===== config.mk =====
export PLATFORM = sky130hd
export DESIGN_NAME = write_controller
export DESIGN_NICKNAME = d
export VERILOG_FILES = /design/src/rtl/Structures.sv /design/src/rtl/write_controller.sv
export SDC_FILE = /design/constraint.sdc
export NUM_CORES = 1
export LEC_CHECK = 0
export ABC_AREA = 1
export CORE_MARGIN = 1
export CORE_UTILIZATION = 35
export DETAILED_ROUTE_END_ITERATION = 12
export PLACE_DENSITY = 0.68
export SKIP_CTS_REPAIR_TIMING = 1
export SLEW_MARGIN = 20
export SYNTH_ARGS = -nofsm -noshare
export SYNTH_HDL_FRONTEND = slang
export SYNTH_SLANG_ARGS = --single-unit

===== constraint.sdc =====
create_clock -name ipClk -period 1.4 [get_ports ipClk]
set_clock_uncertainty 0.05 [all_clocks]
set_input_delay 0.28 -clock ipClk [delete_from_list [all_inputs] [get_ports ipClk]]
set_output_delay 0.28 -clock ipClk [all_outputs]
set_load 0.05 [all_outputs]

===== src/rtl/Structures.sv =====
// Shared types for the UART-attached register blocks: packet beat, write
// controller state encoding and the default destination id.
package Structures;

    typedef struct packed {
        logic [7:0] Source;
        logic [7:0] Destination;
        logic [7:0] Length;
        logic       SoP;
        logic       EoP;
        logic [7:0] Data;
        logic       Valid;
    } UART_PACKET;

    typedef enum logic [2:0] {
        IDLE,
        GET_DATA,
        WRITE,
        DISCARD,
        ACK
    } wr_state_e;

    localparam logic [7:0] WRITE_DEST_DEFAULT = 8'h01;

endpackage


===== src/rtl/write_controller.sv =====
// Turns a UART packet (address byte + DATA_LENGTH data bytes, MSB first) into a
// single-cycle register write. Define WRITE_CONTROLLER_ACK_EN to send an ack packet.
module write_controller
    import Structures::*;
#(
    parameter int         DATA_LENGTH = 4,
    parameter logic [7:0] WRITE_DEST  = WRITE_DEST_DEFAULT
) (
    input  logic        ipClk,
    input  logic        ipReset,
    input  UART_PACKET  ipRxStream,
    input  logic        ipTxReady,
    output UART_PACKET  opTxStream,
    output logic [7:0]  opWrAddress,
    output logic [31:0] opWrData,
    output logic        opWrEnable
);

    localparam int CNT_W = ($clog2(DATA_LENGTH + 1) > 3) ? $clog2(DATA_LENGTH + 1) : 3;

    wr_state_e        state_q, state_d;
    logic [CNT_W-1:0] cnt_q, cnt_d;
    logic [7:0]       addr_q, addr_d;
    logic [31:0]      data_q, data_d;
    logic [7:0]       src_q, src_d;
    logic             pend_q, pend_d;
    logic [7:0]       wr_addr_q, wr_addr_d;
    logic [31:0]      wr_data_q, wr_data_d;

    logic        rx_start;
    logic        rx_eop;
    logic [31:0] data_shift;
    logic        unused_ok;

    assign rx_start   = ipRxStream.Valid && ipRxStream.SoP && (ipRxStream.Destination == WRITE_DEST);
    assign rx_eop     = ipRxStream.Valid && ipRxStream.EoP;
    assign data_shift = {data_q[23:0], ipRxStream.Data};
    assign unused_ok  = ^{ipRxStream.Length, ipTxReady, src_q};

    always_ff @(posedge ipClk or negedge ipReset) begin
        if (!ipReset) begin
            state_q   <= IDLE;
            cnt_q     <= '0;
            addr_q    <= '0;
            data_q    <= '0;
            src_q     <= '0;
            pend_q    <= 1'b0;
            wr_addr_q <= '0;
            wr_data_q <= '0;
        end else begin
            state_q   <= state_d;
            cnt_q     <= cnt_d;
            addr_q    <= addr_d;
            data_q    <= data_d;
            src_q     <= src_d;
            pend_q    <= pend_d;
            wr_addr_q <= wr_addr_d;
            wr_data_q <= wr_data_d;
        end
    end

    always_comb begin
        state_d   = state_q;
        cnt_d     = cnt_q;
        addr_d    = addr_q;
        data_d    = data_q;
        src_d     = src_q;
        pend_d    = pend_q;
        wr_addr_d = wr_addr_q;
        wr_data_d = wr_data_q;
        case (state_q)
            IDLE: begin
                // A one-beat packet ends before any data, so it is never started.
                if (rx_start && !ipRxStream.EoP) begin
                    state_d = GET_DATA;
                    addr_d  = ipRxStream.Data;
                    src_d   = ipRxStream.Source;
                    cnt_d   = CNT_W'(DATA_LENGTH);
                    data_d  = '0;
                end
            end
            GET_DATA: begin
                if (rx_start) begin
                    addr_d  = ipRxStream.Data;
                    src_d   = ipRxStream.Source;
                    cnt_d   = CNT_W'(DATA_LENGTH);
                    data_d  = '0;
                    if (ipRxStream.EoP) state_d = IDLE;
                end else if (ipRxStream.Valid) begin
                    data_d = data_shift;
                    if (cnt_q == CNT_W'(1)) begin
                        wr_addr_d = addr_q;
                        wr_data_d = data_shift;
                        pend_d    = !ipRxStream.EoP;
                        state_d   = WRITE;
                    end else if (ipRxStream.EoP) begin
                        state_d = IDLE;
                    end else begin
                        cnt_d = cnt_q - CNT_W'(1);
                    end
                end
            end
            WRITE: begin
                // Trailing beats may already arrive during the strobe cycle.
                pend_d = pend_q && !rx_eop;
`ifdef WRITE_CONTROLLER_ACK_EN
                state_d = ACK;
`else
                state_d = pend_d ? DISCARD : IDLE;
`endif
            end
            DISCARD: begin
                if (rx_eop) begin
                    state_d = IDLE;
                    pend_d  = 1'b0;
                end
            end
`ifdef WRITE_CONTROLLER_ACK_EN
            ACK: begin
                if (ipTxReady) state_d = pend_q ? DISCARD : IDLE;
            end
`endif
            default: state_d = IDLE;
        endcase
    end

    assign opWrEnable  = (state_q == WRITE);
    assign opWrAddress = wr_addr_q;
    assign opWrData    = wr_data_q;

`ifdef WRITE_CONTROLLER_ACK_EN
    always_comb begin
        opTxStream = '0;
        if (state_q == ACK) begin
            opTxStream.Valid       = 1'b1;
            opTxStream.SoP         = 1'b1;
            opTxStream.EoP         = 1'b1;
            opTxStream.Length      = 8'd1;
            opTxStream.Source      = WRITE_DEST;
            opTxStream.Destination = src_q;
            opTxStream.Data        = wr_addr_q;
        end
    end
`else
    assign opTxStream = '0;
`endif

endmodule


Word level (Yosys, flattened, before mapping) --
Cells that the tools add are included.
Storage, ports and cells: word-level logic and storage cells 65, output and inout port bits 76, flip-flop bits (word level) 79
Cells by class: reductions and logical operators 16, bitwise operators 1, multiplexer cells 26, add/sub/neg operators 1, eq/ne operators 14
Operator list (number):
- $mux W24 | 3
- $pmux W24 S2 | 1
- $mux W3 | 11
- $mux W8 | 2
- $pmux W8 S2 | 1
- $ne A2 B2 Y1 const B | 6
- $pmux W3 S4 | 1
- $reduce_and A5 Y1 | 2
- $ne A3 B3 Y1 const B | 3
- $reduce_and A3 Y1 | 3
- $eq A8 B1 Y1 const B | 1
- $eq A3 B1 Y1 const B | 2
- $eq A3 B2 Y1 const B | 2
- $pmux W3 S2 | 1
- $logic_and A1 B1 Y1 | 5
- $mux W1 | 4
- $reduce_and A4 Y1 | 1
- $logic_not A3 Y1 | 1
- $pmux W1 S3 | 1
- $reduce_bool A3 Y1 | 1
- $sub A3 B1 Y3 const B | 1
- $logic_not A1 Y1 | 2
- $mux W2 | 1
- $reduce_bool A2 Y1 | 1
- $not A1 Y1 | 1

Depth between registers and ports, before layout --
depth after elaboration 6, gate-level depth with buffers 10, depth with buffers taken out 9

Least setup slack after synthesis --
No wires, ideal clock.
path type flip-flop to flip-flop, from register state_q[2], to register pend_q, buffers on the path 0, stages on the path, launching flop included 8, slack -0.359 ns, library setup time 0.065 ns, arrival time 1.644 ns, clock period less this slack 1.759 ns, cells stage by stage dfrtp_1 -> inv_1 -> nand2_1 -> nor2_1 -> nand3_1 -> o21ai_0 -> nand4_1 -> nand2_1
Between the ends: word-level cells in the longest chain between the ends 3, elaborated cells on any way between the ends 10, classes of those cells 7 x eq/ne; 1 x mux; 2 x reduce/logical
Ends and longest elaborated chain:
- start: declaration | line write_controller.sv:21 | wr_state_e state_q, state_d;
- start signal: assignment | line write_controller.sv:51 | state_q <= state_d;
- $eq A3 B2 Y1 *
- net opWrEnable | line write_controller.sv:16 | output logic opWrEnable
- $reduce_bool A3 Y1 (no line)
- $reduce_and A5 Y1 (no line)
- end signal: assignment | line write_controller.sv:56 | pend_q <= pend_d;
- end: declaration | line write_controller.sv:26 | logic pend_q, pend_d;
The timed path passes the listed nets; every way through them passes the cells marked *. A chain may end at the register's enable or synchronous reset.

Worst setup path in the final report --
from register state_q[2], to output port opWrEnable
Between the ends: word-level cells in the longest chain between the ends 1
Ends and longest elaborated chain:
- $eq A3 B2 Y1 | line write_controller.sv:127 | assign opWrEnable = (state_q == WRITE);
- end: declaration | line write_controller.sv:16
No other way between the ends.

==> metrics.csv <==
stage,metric,value,unit
run_status,outcome,"complete, but fails checks",
run_status,failed_checks,setup timing,
drt,drc_violation_count_after_routing,0,
synthesis,cell_taking_the_most_area_after_synthesis,sky130_fd_sc_hd__dfrtp_1,
clock_network,tritoncts_num_sinks,79,
drt,drt-total-wl,8186,um
synthesis,ys_ff_latch,79,
cells_and_area,finalNetCount,521,
critical_path,startpoint,state_q[2],
timing,final.min_clock_period,1.542,ns
synthesis,synth.top_cell.area_share,54.80,%
global_route,grt.overflow.total,0,
min_path,hold_path.class,in2async,
place,gp_congestion,0.8326,
critical_path,critPathArrivalTime,1.21,ns
critical_path,cp-start-kind,flop,
critical_path,crit_end,opWrEnable,
place,detailedPlace.worstSlack,-0.4597,ns
timing,max_clock_freq,0.6486,GHz
floorplanning,io-pin-count,114,
synthesis,synth-edff-count,0,
synthesis,postSynth.topFlopCell,sky130_fd_sc_hd__dfrtp_1,
clock_network,clk_pin_slew,0.08,ns
timing,rsz_0062_raised_after_global_routing,yes,
drt,dr_total_vias,2825,
cells_and_area,drive_above_1_share,25.57,%
critical_path,critical_path.reg2reg.startpoint,state_q[1],
critical_path,timing_worst_setup_path_type,reg2out,
run,drv.max_cap_violation_count,0,
clock_network,cts_buffer_depth,2,
timing,final_ws_setup,-0.1417,ns
cells_and_area,area_growth_syn_to_layout,45.44,%
drt,drt-initial-drc-count,167,
power_and_ir_drop,power.density_cell_area,2082,mW/mm2
timing,finalCritPeriodShare,110.1,%
floorplanning,design.die.area,0.01072,mm2
floorplanning,die_span_in_x,103.5,um
critical_path,endpoint_of_the_lowest_slack_register_to_register_path,cnt_q[2],
critical_path,worst-path-max-fanout,3,
drt,routed_wl_per_cell,13.25,um
critical_path,flop2flop_setup_slack,-0.12,ns
synthesis,share_of_synthesized_flip_flops_with_an_asynchronous_set_or_reset,100.0,%
drt,vias_per_cell,4.571,
clock_network,cts_root_buffer,sky130_fd_sc_hd__clkbuf_8,
floorplanning,die-height,103.5,um
global_route,via_count_of_the_first_global_routing_pass,2606,
timing,timing.final.max_slew_violations,0,
synthesis,synth_top_cells_by_count,"79 x sky130_fd_sc_hd__dfrtp_1, 79 x sky130_fd_sc_hd__nand2_1, 66 x sky130_fd_sc_hd__o21ai_0",
timing,timing.final.setup_violations,77,
place,placedCellCount,596,
critical_path,timing.reg2reg.worst_path_depth,8,
clock_network,ctsHtreeMaxLevel,3,
critical_path,timing.critical_path.to_type,output pin,
synthesis,mappedNetlistArea,0.003607,mm2
place,numPortBuffers,61,
place,place.detailed.hpwl,5605,um
floorplanning,num_rows,36,
drt,ant_nets,0,
timing,report.final.hold_viol_count,0,
power_and_ir_drop,p_leak,2.508,nW
clock_network,number_of_buffers_inserted_during_clock_tree_synthesis,9,
synthesis,ys.warnings.count,0,
drt,drtPass1Iterations,4,
synthesis,synthTopCellsByArea,"sky130_fd_sc_hd__dfrtp_1 55%, sky130_fd_sc_hd__o21ai_0 9.2%, sky130_fd_sc_hd__buf_4 8.5%",
global_route,global_route.usage.total,15.12,%
clock_network,tritoncts,done,
synthesis,syn_avg_cell_area,9.132,um2
synthesis,yosys.cell_types.count,23,
synthesis,netlist_instances,395,
global_route,largest_net_degree_at_the_start_of_global_routing,45,
synthesis,ys_seq_area_share,54.80,%
power_and_ir_drop,maximum_vdd_drop,1.228,mV
floorplanning,core_area,0.009864,mm2
clock_network,clock_latency,0.35,ns
global_route,antenna_violations_before_repair,0,
global_route,grt_pass1_wl,12920,um
timing,setup_tns,-5.516,ns
cells_and_area,antennaDiodeCount,0,
cells_and_area,final-instance-count-excl-fill,618,
floorplanning,initial_utilization,36.57,%
critical_path,required_time_reported_for_the_critical_path_endpoint,1.07,ns
==> area by class of cell <==
| class | count | area (um2) |
|---|---|---|
| sequential | 79 | 1977 |
| clock inverter | 6 | 108.9 |
| fill | 855 | 4618 |
| multi-input combinational | 242 | 1250 |
| tap | 133 | 166.4 |
| timing repair buffer | 94 | 1411 |
| clock buffer | 9 | 123.9 |
| inverter | 55 | 209.0 |
==> worst min-delay path by stage <==
stage               startpoint           to  slack, ns
finish                 ipReset  opWrData[5]       0.29
global route           ipReset  opWrData[5]       0.29
CTS                    ipReset  opWrData[5]      -0.26
detailed placement     ipReset  opWrData[5]       0.12
global placement       ipReset  opWrData[5]       0.12
floorplan              ipReset    addr_q[0]      -0.07
==> report_power, final <==
group	internal [W]	switching [W]
combinational	0.00225	0.00281
clock	0.00117	0.000817
sequential	0.00315	0.000720
==> metrics by stage <==
step / power, W / util, % / hold WS, ns / cell area (um2)
3_3_place_gp: 0.008700 / 48.97 / 0.1237 / 4831
4_1_cts: 0.01083 / 51.33 / -0.2632 / 5064
3_5_place_dp: 0.008819 / 48.97 / 0.1220 / 4831
6_report: 0.01092 / 53.18 / 0.2897 / 5246
5_1_grt: 0.01147 / 53.18 / 0.2947 / 5246
2_1_floorplan: 0.006320 / - / -0.06559 / 3762
==> layer usage <==
layer	GRT usage (%)	wire, um
met1	20.64	3690
met2	23.73	3991
met3	3.147	397
met4	5.590	107
met5	0	0
==> state kept, by name, indices dropped and copies added (netlist names) <==
name,flops
state_q,3
pend_q,1
addr_q,8
opWrAddress,8
data_q,24
cnt_q,3
opWrData,32
==> critical path: stages, from the launching register on <==
cell,delay (ns)
sky130_fd_sc_hd__dfrtp_1,0.42
sky130_fd_sc_hd__inv_2,0.07
sky130_fd_sc_hd__nand2_2,0.08
sky130_fd_sc_hd__nor2_4,0.15
sky130_fd_sc_hd__buf_12,0.15
==> cells in the final DEF (no fill, tap or decap) <==
cell type,Yosys,routed
sky130_fd_sc_hd__nand3_1,9,7
sky130_fd_sc_hd__buf_12,0,48
sky130_fd_sc_hd__inv_1,55,51
sky130_fd_sc_hd__o21ai_2,8,10
sky130_fd_sc_hd__a21oi_2,0,1
sky130_fd_sc_hd__o21ai_1,0,7
sky130_fd_sc_hd__dlygate4sd3_1,0,1
sky130_fd_sc_hd__o21ai_0,66,57
sky130_fd_sc_hd__ha_1,2,2
sky130_fd_sc_hd__clkdlybuf4s50_1,0,14
sky130_fd_sc_hd__clkbuf_16,0,2
sky130_fd_sc_hd__buf_4,41,22
sky130_fd_sc_hd__inv_6,0,1
sky130_fd_sc_hd__nand2_1,79,70
sky130_fd_sc_hd__inv_4,0,1
sky130_fd_sc_hd__nand3_2,1,3
sky130_fd_sc_hd__nand4_4,0,1
sky130_fd_sc_hd__bufinv_16,0,3
sky130_fd_sc_hd__dfrtp_1,79,79
sky130_fd_sc_hd__buf_6,3,2
sky130_fd_sc_hd__a31oi_1,1,1
sky130_fd_sc_hd__nor2_4,0,3
sky130_fd_sc_hd__nand4_1,25,25
sky130_fd_sc_hd__dlymetal6s2s_1,0,5
sky130_fd_sc_hd__o211ai_1,1,1
sky130_fd_sc_hd__nor2_2,1,3
sky130_fd_sc_hd__nand2_4,0,1
sky130_fd_sc_hd__a21oi_4,1,1
sky130_fd_sc_hd__nand2_2,0,8
sky130_fd_sc_hd__clkbuf_8,0,9
sky130_fd_sc_hd__inv_2,0,3
sky130_fd_sc_hd__xnor2_1,1,1
sky130_fd_sc_hd__clkinv_2,0,2
sky130_fd_sc_hd__conb_1,1,36
sky130_fd_sc_hd__nor2_1,9,4
==> kinds of logic (layout without fill, tap and decap cells) <==
group / count (synthesis) / in the layout / synth area share (%)
compound gates: 78 / 78 / 12.07
xor+xnor: 1 / 1 / 0.2428
fa+ha+maj: 2 / 2 / 0.6936
buf+inv: 109 / 164 / 16.55
flops: 79 / 79 / 54.80
other cells: 1 / 36 / 0.1040
simple gates: 125 / 125 / 15.54
(Power assumes the default switching activity.)
